$ cat src/rtl/alu_result_register.sv
// alu_result_register
//   Output stage behind the lab ALU. A debounced-by-synchronizer pushbutton
//   press captures the live ALU result into q. q is also fed back to the ALU
//   as its B operand.
//   Six active-low 7-segment drives (bit0=a .. bit6=g):
//     hex0/hex1 : registered value q (blank until the first load)
//     hex2      : load counter when LOAD_COUNT_EN is defined, else blank
//     hex3      : always blank
//     hex4/hex5 : live alu_result
//   Optional feature macro: LOAD_COUNT_EN (4-bit wrapping load counter on hex2).
module alu_result_register #(
    parameter int WIDTH       = 8,  // 1..8; displays show the value zero-extended to 8 bits
    parameter int SYNC_STAGES = 2   // >= 2
) (
    input  logic             clock,
    input  logic             resetn,
    input  logic [WIDTH-1:0] alu_result,
    input  logic             load_n,
    output logic [WIDTH-1:0] q,
    output logic             q_valid,
    output logic             load_pulse,
    output logic [6:0]       hex0,
    output logic [6:0]       hex1,
    output logic [6:0]       hex2,
    output logic [6:0]       hex3,
    output logic [6:0]       hex4,
    output logic [6:0]       hex5
);

    localparam logic [6:0] SEG_BLANK = 7'h7F;

    // Active-low hex glyphs, bit0 = segment a.
    function automatic logic [6:0] hex_glyph(input logic [3:0] nib);
        logic [6:0] seg;
        case (nib)
            4'h0:    seg = 7'h40;
            4'h1:    seg = 7'h79;
            4'h2:    seg = 7'h24;
            4'h3:    seg = 7'h30;
            4'h4:    seg = 7'h19;
            4'h5:    seg = 7'h12;
            4'h6:    seg = 7'h02;
            4'h7:    seg = 7'h78;
            4'h8:    seg = 7'h00;
            4'h9:    seg = 7'h10;
            4'hA:    seg = 7'h08;
            4'hB:    seg = 7'h03;
            4'hC:    seg = 7'h46;
            4'hD:    seg = 7'h21;
            4'hE:    seg = 7'h06;
            default: seg = 7'h0E;
        endcase
        return seg;
    endfunction

    // ------------------------------------------------------------------
    // State
    // ------------------------------------------------------------------
    // The synchronizer and history flop reset to 0 ("pressed") so that a
    // button held through reset release cannot look like a fresh press.
    logic [SYNC_STAGES-1:0] sync_q, sync_d;
    logic                   hist_q, hist_d;
    logic [WIDTH-1:0]       value_q, value_d;
    logic                   valid_q, valid_d;
    logic                   pulse_q, pulse_d;
    logic                   press;

    // Press detection and load next-state: a 1->0 transition on the
    // synchronized button loads the current (old-q based) ALU result.
    always_comb begin
        sync_d  = {sync_q[SYNC_STAGES-2:0], load_n};
        hist_d  = sync_q[SYNC_STAGES-1];
        press   = hist_q & ~sync_q[SYNC_STAGES-1];
        pulse_d = press;
        value_d = value_q;
        valid_d = valid_q;
        if (press) begin
            value_d = alu_result;
            valid_d = 1'b1;
        end
    end

    // Register update; q and load_pulse change on the same edge.
    always_ff @(posedge clock or negedge resetn) begin
        if (!resetn) begin
            sync_q  <= '0;
            hist_q  <= 1'b0;
            value_q <= '0;
            valid_q <= 1'b0;
            pulse_q <= 1'b0;
        end else begin
            sync_q  <= sync_d;
            hist_q  <= hist_d;
            value_q <= value_d;
            valid_q <= valid_d;
            pulse_q <= pulse_d;
        end
    end

    assign q          = value_q;
    assign q_valid    = valid_q;
    assign load_pulse = pulse_q;

    // ------------------------------------------------------------------
    // Optional load counter
    // ------------------------------------------------------------------
`ifdef LOAD_COUNT_EN
    logic [3:0] cnt_q, cnt_d;

    // Count loads, wrapping 15 -> 0 naturally.
    always_comb begin
        cnt_d = cnt_q;
        if (pulse_q) begin
            cnt_d = cnt_q + 4'd1;
        end
    end

    // Counter register.
    always_ff @(posedge clock or negedge resetn) begin
        if (!resetn) begin
            cnt_q <= 4'd0;
        end else begin
            cnt_q <= cnt_d;
        end
    end

    assign hex2 = hex_glyph(cnt_q);
`else
    assign hex2 = SEG_BLANK;
`endif

    // ------------------------------------------------------------------
    // Displays
    // ------------------------------------------------------------------
    logic [7:0] q_ext;
    logic [7:0] alu_ext;

    // Zero-extend both values to a full byte so narrow builds still
    // drive two digits each.
    always_comb begin
        q_ext                 = '0;
        q_ext[WIDTH-1:0]      = value_q;
        alu_ext               = '0;
        alu_ext[WIDTH-1:0]    = alu_result;
    end

    // Registered value is blank until something has been loaded.
    always_comb begin
        hex0 = SEG_BLANK;
        hex1 = SEG_BLANK;
        if (valid_q) begin
            hex0 = hex_glyph(q_ext[3:0]);
            hex1 = hex_glyph(q_ext[7:4]);
        end
    end

    assign hex3 = SEG_BLANK;
    assign hex4 = hex_glyph(alu_ext[3:0]);
    assign hex5 = hex_glyph(alu_ext[7:4]);

endmodule
$ cat config.mk
export PLATFORM = sky130hd
export DESIGN_NAME = alu_result_register
export DESIGN_NICKNAME = d
export VERILOG_FILES = /design/src/rtl/alu_result_register.sv
export SDC_FILE = /design/constraint.sdc
export NUM_CORES = 1
export LEC_CHECK = 0
export ABC_AREA = 1
export CORE_ASPECT_RATIO = 2
export CORE_MARGIN = 2
export CORE_UTILIZATION = 40
export CTS_CLUSTER_DIAMETER = 200
export DETAILED_ROUTE_END_ITERATION = 8
export GPL_TIMING_DRIVEN = 1
export HOLD_SLACK_MARGIN = 0.08
export PLACE_DENSITY = 0.77
export SLEW_MARGIN = 25
export SYNTH_ARGS = -nofsm -noshare
export SYNTH_HDL_FRONTEND = slang
export SYNTH_SLANG_ARGS = --single-unit
$ cat constraint.sdc
create_clock -name clock -period 1.5 [get_ports clock]
set_clock_uncertainty 0.15 [all_clocks]
set_input_delay 0.375 -clock clock [delete_from_list [all_inputs] [get_ports clock]]
set_output_delay 0.375 -clock clock [all_outputs]
set_load 0.005 [all_outputs]
# Word level (Yosys, flattened, before mapping)
# Memory sizes are Yosys's and may differ from the RTL's.
# Cells that the tools add are included.
[totals] reg_bits=13 in_bits=11 n_memories=4 elab_cells=13 rom_bits=448 output_inout_bits=52
[mem_list] name="(no name shown)" words=16 word_bits=7 read_ports=1 rd_clocked_by_memory_dff=0 write_ports=0 line_no="35" source="case (nib)"
[mem_list] name="(no name shown)" words=16 word_bits=7 read_ports=1 rd_clocked_by_memory_dff=0 write_ports=0 line_no="35"
[mem_list] name="(no name shown)" words=16 word_bits=7 read_ports=1 rd_clocked_by_memory_dff=0 write_ports=0 line_no="35"
[mem_list] name="(no name shown)" words=16 word_bits=7 read_ports=1 rd_clocked_by_memory_dff=0 write_ports=0 line_no="35"
[op_classes] muxes=2 bitwise_logic=2
[op_table] cell="$mux 7" count=2
[op_table] cell="$and 1x1->1" count=1
[op_table] cell="$not 1->1" count=1

# Depth between registers and ports, before layout
# Gate-level depths: netlist of the first run.
[logic_depth] word_depth=2 mapped_depth=7 ltp_nobuf=7

# Worst setup path after synthesis of the first run
# OpenSTA, ideal clock, no wires.
[synth_path] path_type="reg2out" from="register value_q[4], in the netlist q[4]" to="output port hex1[3]" path_buffers=0 t_required_ps=975 arrival_ps=1114 slack_ps=-139 stages_incl_launch_ff=8 path_cell_list="dfrtp_1 -> inv_1 -> ha_1 -> inv_1 -> nand2_1 -> nand2_1 -> nand2_1 -> nand3_1"
[synth_via] elab_chain_len=2
[synth_lines] item="start: declaration" line_no="63" source="logic [WIDTH-1:0] value_q, value_d;"
[synth_lines] item="start signal: assignment" line_no="94" source="value_q <= value_d;"
[synth_lines] item="$mem_v2 16x7"
[synth_lines] item="$mux 7" line_no="151" source="if (valid_q) begin"
[synth_lines] item="end: declaration" line_no="23" source="output logic [6:0] hex1,"
# No other way between the ends.

# Worst setup path in the final report of the first run
[layout_path] from="register value_q[4], in the netlist q[4]" to="output port hex1[6]"
# The elaborated chain is that of the path after synthesis.

==> results.toml, run 1 <==
[run_status]
result_of_the_run = "finished with violations"
violations = "negative setup slack"

[setup_path]
worst_r2r_startpoint = "sync_q[1]$_DFF_PN0_"
setup.worst_path.end_class = "primary output"
timing.critical_path.buf_inv = 2
rr_endpoint = "q[0]$_DFFE_PN0P_"
required_ps = 970
worst_path_largest_cell_delay_ps = 460
worst_setup_path_startpoint = "q[4]$_DFFE_PN0P_"
critical-path-top-delay-family = "flip-flops"
critical_path_depth = 7
cp-start-kind = "flip-flop"
critPathArrivalTime_ps = 1450
cp_max_fo = 4
ff2ff_setup_slack_ps = 150
criticalPathCategory = "reg -> out"
worst-r2r-cell-count = 3
timing.critical_path.slowest_stage_cell = "sky130_fd_sc_hd__dfrtp_2"
critical_path.endpoint = "hex1[6]"
crit_path_cell_trace = "buf_4 > ha_4 > nand2_2 > o21ai_1 > nand2_1 > nand3_1 > buf_2"

[hold_path]
worst_hold_startpoint = "sync_q[0]$_DFF_PN0_"
worst_hold_path_type = "reg -> reg"

[global_route]
globalRouteOverflowTotal = 0
vias_in_the_first_global_route = 2231
grtUsageTotal_pct = 27.64
first_pass_grt_wire_length_mm = 10.16
antenna_found_initial = 0
pin_count_of_the_biggest_net_entering_global_routing = 19

[timing]
finalCriticalPeriod_ps = 1980
timing.final.ws_setup_ps = -479.7
report.final.hold_viol_count = 0
final_min_period_over_clock_period_pct = 132.0
rsz0062_at_grt = "true"
max_freq_mhz = 505.1
setup_violations = 32
setup_total_negative_slack_ps = -10280
fin_worst_hold_slack_ps = 201.1
drv_slew = 0

[logic_synthesis]
netlist_area_sq_um = 1638
syn_avg_cell_area_sq_um = 6.796
seq_area_frac_synth_pct = 19.86
gate_count_of_the_mapped_netlist = 241
ys_ff_latch = 13
yosys_warnings = 0
synth.distinct_cells = 20

[detailed_routing]
post_detailed_route_wirelength_per_cell_um = 15.90
vias = 2132
routed_via_density = 5.016
final_antenna_net_count = 0
drt-total-wl_mm = 6.756
route.detailed.drc = 0
drt_first_iter_violations = 64
drt_pass1_iterations = 4

[clock_network]
cts_made_buffers = 3
clock_latency_ps = 250
cts-hold-fix-buffers = 0
clockRootBuffer = "sky130_fd_sc_hd__clkbuf_8"
tritoncts_clock_tree = "built"
clock_slew_at_the_register_clock_pins_of_the_worst_setup_and_hold_paths_ps = 50
cts.htree.levels = 1
cts.path.max_buffers = 2
cts.sink_count = 13

[floorplan]
design.core.area_sq_um = 4005
io_pins = 63
initial_core_util_pct = 40.89
die_area_sq_um = 4653
placement_rows = 33
die_h_um = 94.49
die_x_um = 49.25

[place]
port_bufs = 48
dp_hpwl_mm = 3.200
placed_cells_incl_taps = 378
routability_cong = 0.8025

[final_layout]
antenna_cells = 0
mostFrequentLayoutCell = "sky130_fd_sc_hd__buf_4"
final_cell_mix = "sky130_fd_sc_hd__buf_4 (57), sky130_fd_sc_hd__nand2_1 (56), sky130_fd_sc_hd__buf_6 (37), sky130_fd_sc_hd__buf_2 (30), sky130_fd_sc_hd__ha_4 (23)"
num-nets-final = 413
drive_above_1_share_pct = 65.95
layout.cells.non_filler = 425
area_growth_pct = 106.3

[power]
power.density_cell_area_nw_per_um2 = 634.8
cellLeakagePower_nw = 1.713
irDropWorstVdd_uv = 608.9

[flow_run]
maxCapViolations = 0
[sequential cells by signal, summed over array words and instances, names as in the netlist]
| register | flops |
|---|---|
| q_valid | 1 |
| load_pulse | 1 |
| sync_q | 2 |
| q | 8 |
| hist_q | 1 |
[cell usage after synthesis]
cell | count | area [sq um]
sky130_fd_sc_hd__buf_2 | 5 | 25.02
sky130_fd_sc_hd__ha_1 | 28 | 350.3
sky130_fd_sc_hd__dfrtp_1 | 13 | 325.3
sky130_fd_sc_hd__buf_12 | 1 | 20.02
sky130_fd_sc_hd__clkbuf_2 | 1 | 5.000
sky130_fd_sc_hd__conb_1 | 1 | 3.750
sky130_fd_sc_hd__nand3_1 | 35 | 175.2
sky130_fd_sc_hd__o21ai_2 | 8 | 70.07
sky130_fd_sc_hd__o21ai_0 | 13 | 65.06
sky130_fd_sc_hd__or2_1 | 1 | 6.260
sky130_fd_sc_hd__a21oi_1 | 7 | 35.03
sky130_fd_sc_hd__buf_4 | 14 | 105.1
sky130_fd_sc_hd__nor2_1 | 3 | 11.26
sky130_fd_sc_hd__or2_2 | 2 | 12.51
sky130_fd_sc_hd__buf_6 | 1 | 11.26
sky130_fd_sc_hd__inv_1 | 25 | 93.84
sky130_fd_sc_hd__clkbuf_1 | 1 | 3.750
sky130_fd_sc_hd__nand2_1 | 78 | 292.8
sky130_fd_sc_hd__inv_2 | 1 | 3.750
sky130_fd_sc_hd__o211ai_1 | 3 | 22.52
[power by group]
group | internal, W | switching, W | total [W]
Sequential | 0.000388 | 0.0000514 | 0.000440
Clock | 0.000188 | 0.000127 | 0.000315
Combinational | 0.000717 | 0.000673 | 0.00139
[kinds of logic after synthesis]
| group | Yosys count | synth area share (%) |
|---|---|---|
| AO/OA/AOI/OAI | 31 | 11.76 |
| flip-flops | 13 | 19.86 |
| buffers and inverters | 49 | 16.35 |
| adder cells (fa/ha/maj) | 28 | 21.39 |
| AND/OR/NAND/NOR | 119 | 30.41 |
| other | 1 | 0.2290 |
[metrics by stage]
step	setup slack (ps)	total power (W)	util, %	cell area (sq um)
4_1_cts	-443.8	0.001941	79.60	3188
3_3_place_gp	-1118	0.001367	61.79	2475
3_5_place_dp	-1137	0.001397	61.79	2475
2_1_floorplan	-43.53	0.0008818	-	1747
6_report	-479.7	0.002145	84.35	3378
5_1_grt	-544.0	0.002274	84.35	3378
[worst min path at each step]
| stage | endpoint | slack, ps | cells past startpoint |
|---|---|---|---|
| finish | sync_q[1]$_DFF_PN0_ | 200 | 0 |
| global route | sync_q[1]$_DFF_PN0_ | 210 | 0 |
| CTS | sync_q[1]$_DFF_PN0_ | 200 | 0 |
| detailed placement | sync_q[1]$_DFF_PN0_ | 190 | 0 |
| global placement | sync_q[1]$_DFF_PN0_ | 180 | 0 |
| floorplan | hist_q$_DFF_PN0_ | -70 | 0 |
[layout make-up]
cell class / instances / area, sq um
clock buffers: 4 / 45.04
multi-input cells: 192 / 1635
well taps: 52 / 65.06
flip-flops and latches: 13 / 332.8
fillers: 227 / 626.9
repair buffers: 138 / 1161
inverters: 26 / 138.9
[layer usage]
layer	vias to the layer above	track usage (%)	share of wire, %
li1	1007	-	-
met1	998	28.67	37
met2	104	52.70	56
met3	23	3.481	4.4
met4	0	14.05	2.9
met5	-	0	0
[repair_timing]
item                                    CTS  global route
resized for setup                       316            45
pin swaps                                45            34
buffers inserted                         39            10
endpoints found under the setup margin   38            44
cloned                                    0             0
(Power assumes the default switching activity.)
==> run 2: changes to the inputs <==
--- a/config.mk
+++ b/config.mk
@@ -9,7 +9,7 @@
 export CORE_ASPECT_RATIO = 2
 export CORE_MARGIN = 2
 export CORE_UTILIZATION = 40
-export CTS_CLUSTER_DIAMETER = 200
+export CTS_CLUSTER_DIAMETER = 120
 export DETAILED_ROUTE_END_ITERATION = 8
 export GPL_TIMING_DRIVEN = 1
 export HOLD_SLACK_MARGIN = 0.08
==> results of run 2 <==
Same layout as run 1: the final DEF is identical, and so are final timing and power.
==> run 3: changes to the inputs <==
--- a/config.mk
+++ b/config.mk
@@ -12,7 +12,6 @@
 export CTS_CLUSTER_DIAMETER = 120
 export DETAILED_ROUTE_END_ITERATION = 8
 export GPL_TIMING_DRIVEN = 1
-export HOLD_SLACK_MARGIN = 0.08
 export PLACE_DENSITY = 0.77
 export SLEW_MARGIN = 25
 export SYNTH_ARGS = -nofsm -noshare
==> results of run 3 <==
Same layout as run 1: the final DEF is identical, and so are final timing and power.
==> RTL change: new RTL, settings of run 2 <==
`value_q` no longer has a reset.
--- a/src/rtl/alu_result_register.sv
+++ b/src/rtl/alu_result_register.sv
@@ -86,5 +86,4 @@
             sync_q  <= '0;
             hist_q  <= 1'b0;
-            value_q <= '0;
             valid_q <= 1'b0;
             pulse_q <= 1'b0;
@@ -92,8 +91,11 @@
             sync_q  <= sync_d;
             hist_q  <= hist_d;
-            value_q <= value_d;
             valid_q <= valid_d;
             pulse_q <= pulse_d;
         end
+    end
+
+    always_ff @(posedge clock) begin
+        value_q <= value_d;
     end
 
Check against the original RTL: differs if resetn is asserted again (counterexample within 10 cycles, from zero or initial values and one cycle with resetn low); with resetn held inactive, the same outputs for 10 cycles.
==> RTL change against run 2 <==
  * Cell count increased by 13%
  * Critical endpoint is now hex5[3]
  * Routed wire length increased by 53%
  * Fmax increased by 1.8%
  * Largest power group unchanged
  * Sequential cell count increased by 14
  * Setup slack improved by 36 ps
  * Clock power increased by 52%
  * Power increased by 19%
  * Area after synthesis increased by 28%
  * Count of clock-buffer cells in the layout decreased by 1
  * The flow still finishes with violations (negative setup slack)
  * Cell area increased by 31%
==> RTL change: results (changes against run 2) <==
stage	metric	value	unit	change
logic_synthesis	Compound-Gate Fraction of Synth Area	8.20	%	-3.6 points
global_routing	vias in the first global route	2473		+11%
final_layout	NumNets Final	459		+11%
detailed_routing	total wire length	10.4	mm	+53%
cts	Reg clk slew, reported paths	120	ps	+70 ps
min_path	Min-Delay Path Class	input pin to async pin		
power_and_ir_drop	VDD IR-drop max	594	uV	-2.4%
setup_path	CP peak stage delay	230	ps	-230 ps
power_and_ir_drop	leak pwr	2.05	nW	+20%
outcome	status	finished, violations left		
setup_path	crit path to	hex5[3]		
logic_synthesis	register area share after synthesis	30.9	%	+11 points
logic_synthesis	top_reg_cell synth	dfxtp_1		
logic_synthesis	Synth async-reset ratio	18.5	%	-81 points
detailed_routing	vias	2721		+28%
power_and_ir_drop	P per Cell Area	575	nW/um^2	-9.4%
setup_path	Arr. time, crit path	1420	ps	-30 ps
setup_path	Crit Path Max Fanout	3		-1
outcome	failing checks	negative setup slack		
logic_synthesis	Mapped Avg Cell Area	7.31	um^2	+7.6%
setup_path	critical path's top delay family	buffers and inverters		
sta	setup ws final	-444	ps	+35.5 ps
sta	Final setup viols	50		+56%
power_and_ir_drop	sequential power	839	uW	+91%
logic_synthesis	Post-synth top cells	96 x nand2_1, 39 x nand3_1, 28 x inv_1		
placed_design	Placement Setup Slack	-1150	ps	-16.3 ps
logic_synthesis	EDFF count, synth	8		+8
logic_synthesis	Post-Synth Adder-Cell Area	15.6	%	-5.8 points
placed_design	DP Cell Count	425		+12%
detailed_routing	Pre-antenna DRT Iters	5		+1
global_routing	largest net degree at the start of global routing	16		-3
global_routing	first-pass GRT wire length	12.6	mm	+24%
cts	Gates resized, CTS repair	341		+7.9%
detailed_routing	routed vias/inst	5.68		+13%
cts	Post-CTS Setup Repair Bufs	33		-15%
logic_synthesis	synth unique cells	26		+30%
-- RTL change: cell families after synthesis --
group,count (synthesis)
DFF,27
other,1
AOI/OAI and AO/OA,25
and+or+nand+nor,156
adders and majority gates,26
buffers and inverters,51
-- RTL change: cell type report --
type / count / area (um^2)
Tap cell: 58 / 72.6
Timing Repair Buffer: 136 / 1270
Sequential cell: 27 / 647
Fill cell: 212 / 663
Multi-Input combinational cell: 224 / 2230
Clock buffer: 3 / 41.3
Clock inverter: 1 / 5.00
Inverter: 30 / 159
-- RTL change: routing by layer --
layer  share of wire, %  GRT usage (%)  vias up
li1                   -              -     1162
met1                 35           32.2     1321
met2                 52           54.0      177
met3                6.3           2.67       61
met4                6.8           9.76        0
met5                  0              0        -
-- RTL change: metrics by stage --
| step | hold slack [ps] | setup TNS, ps |
|---|---|---|
| global route | 183 | -12220 |
| CTS | 161 | -7150 |
| global placement | 184 | -27840 |
| floorplan | -70.6 | -1390 |
| finish | 168 | -11160 |
| detailed placement | 188 | -29140 |
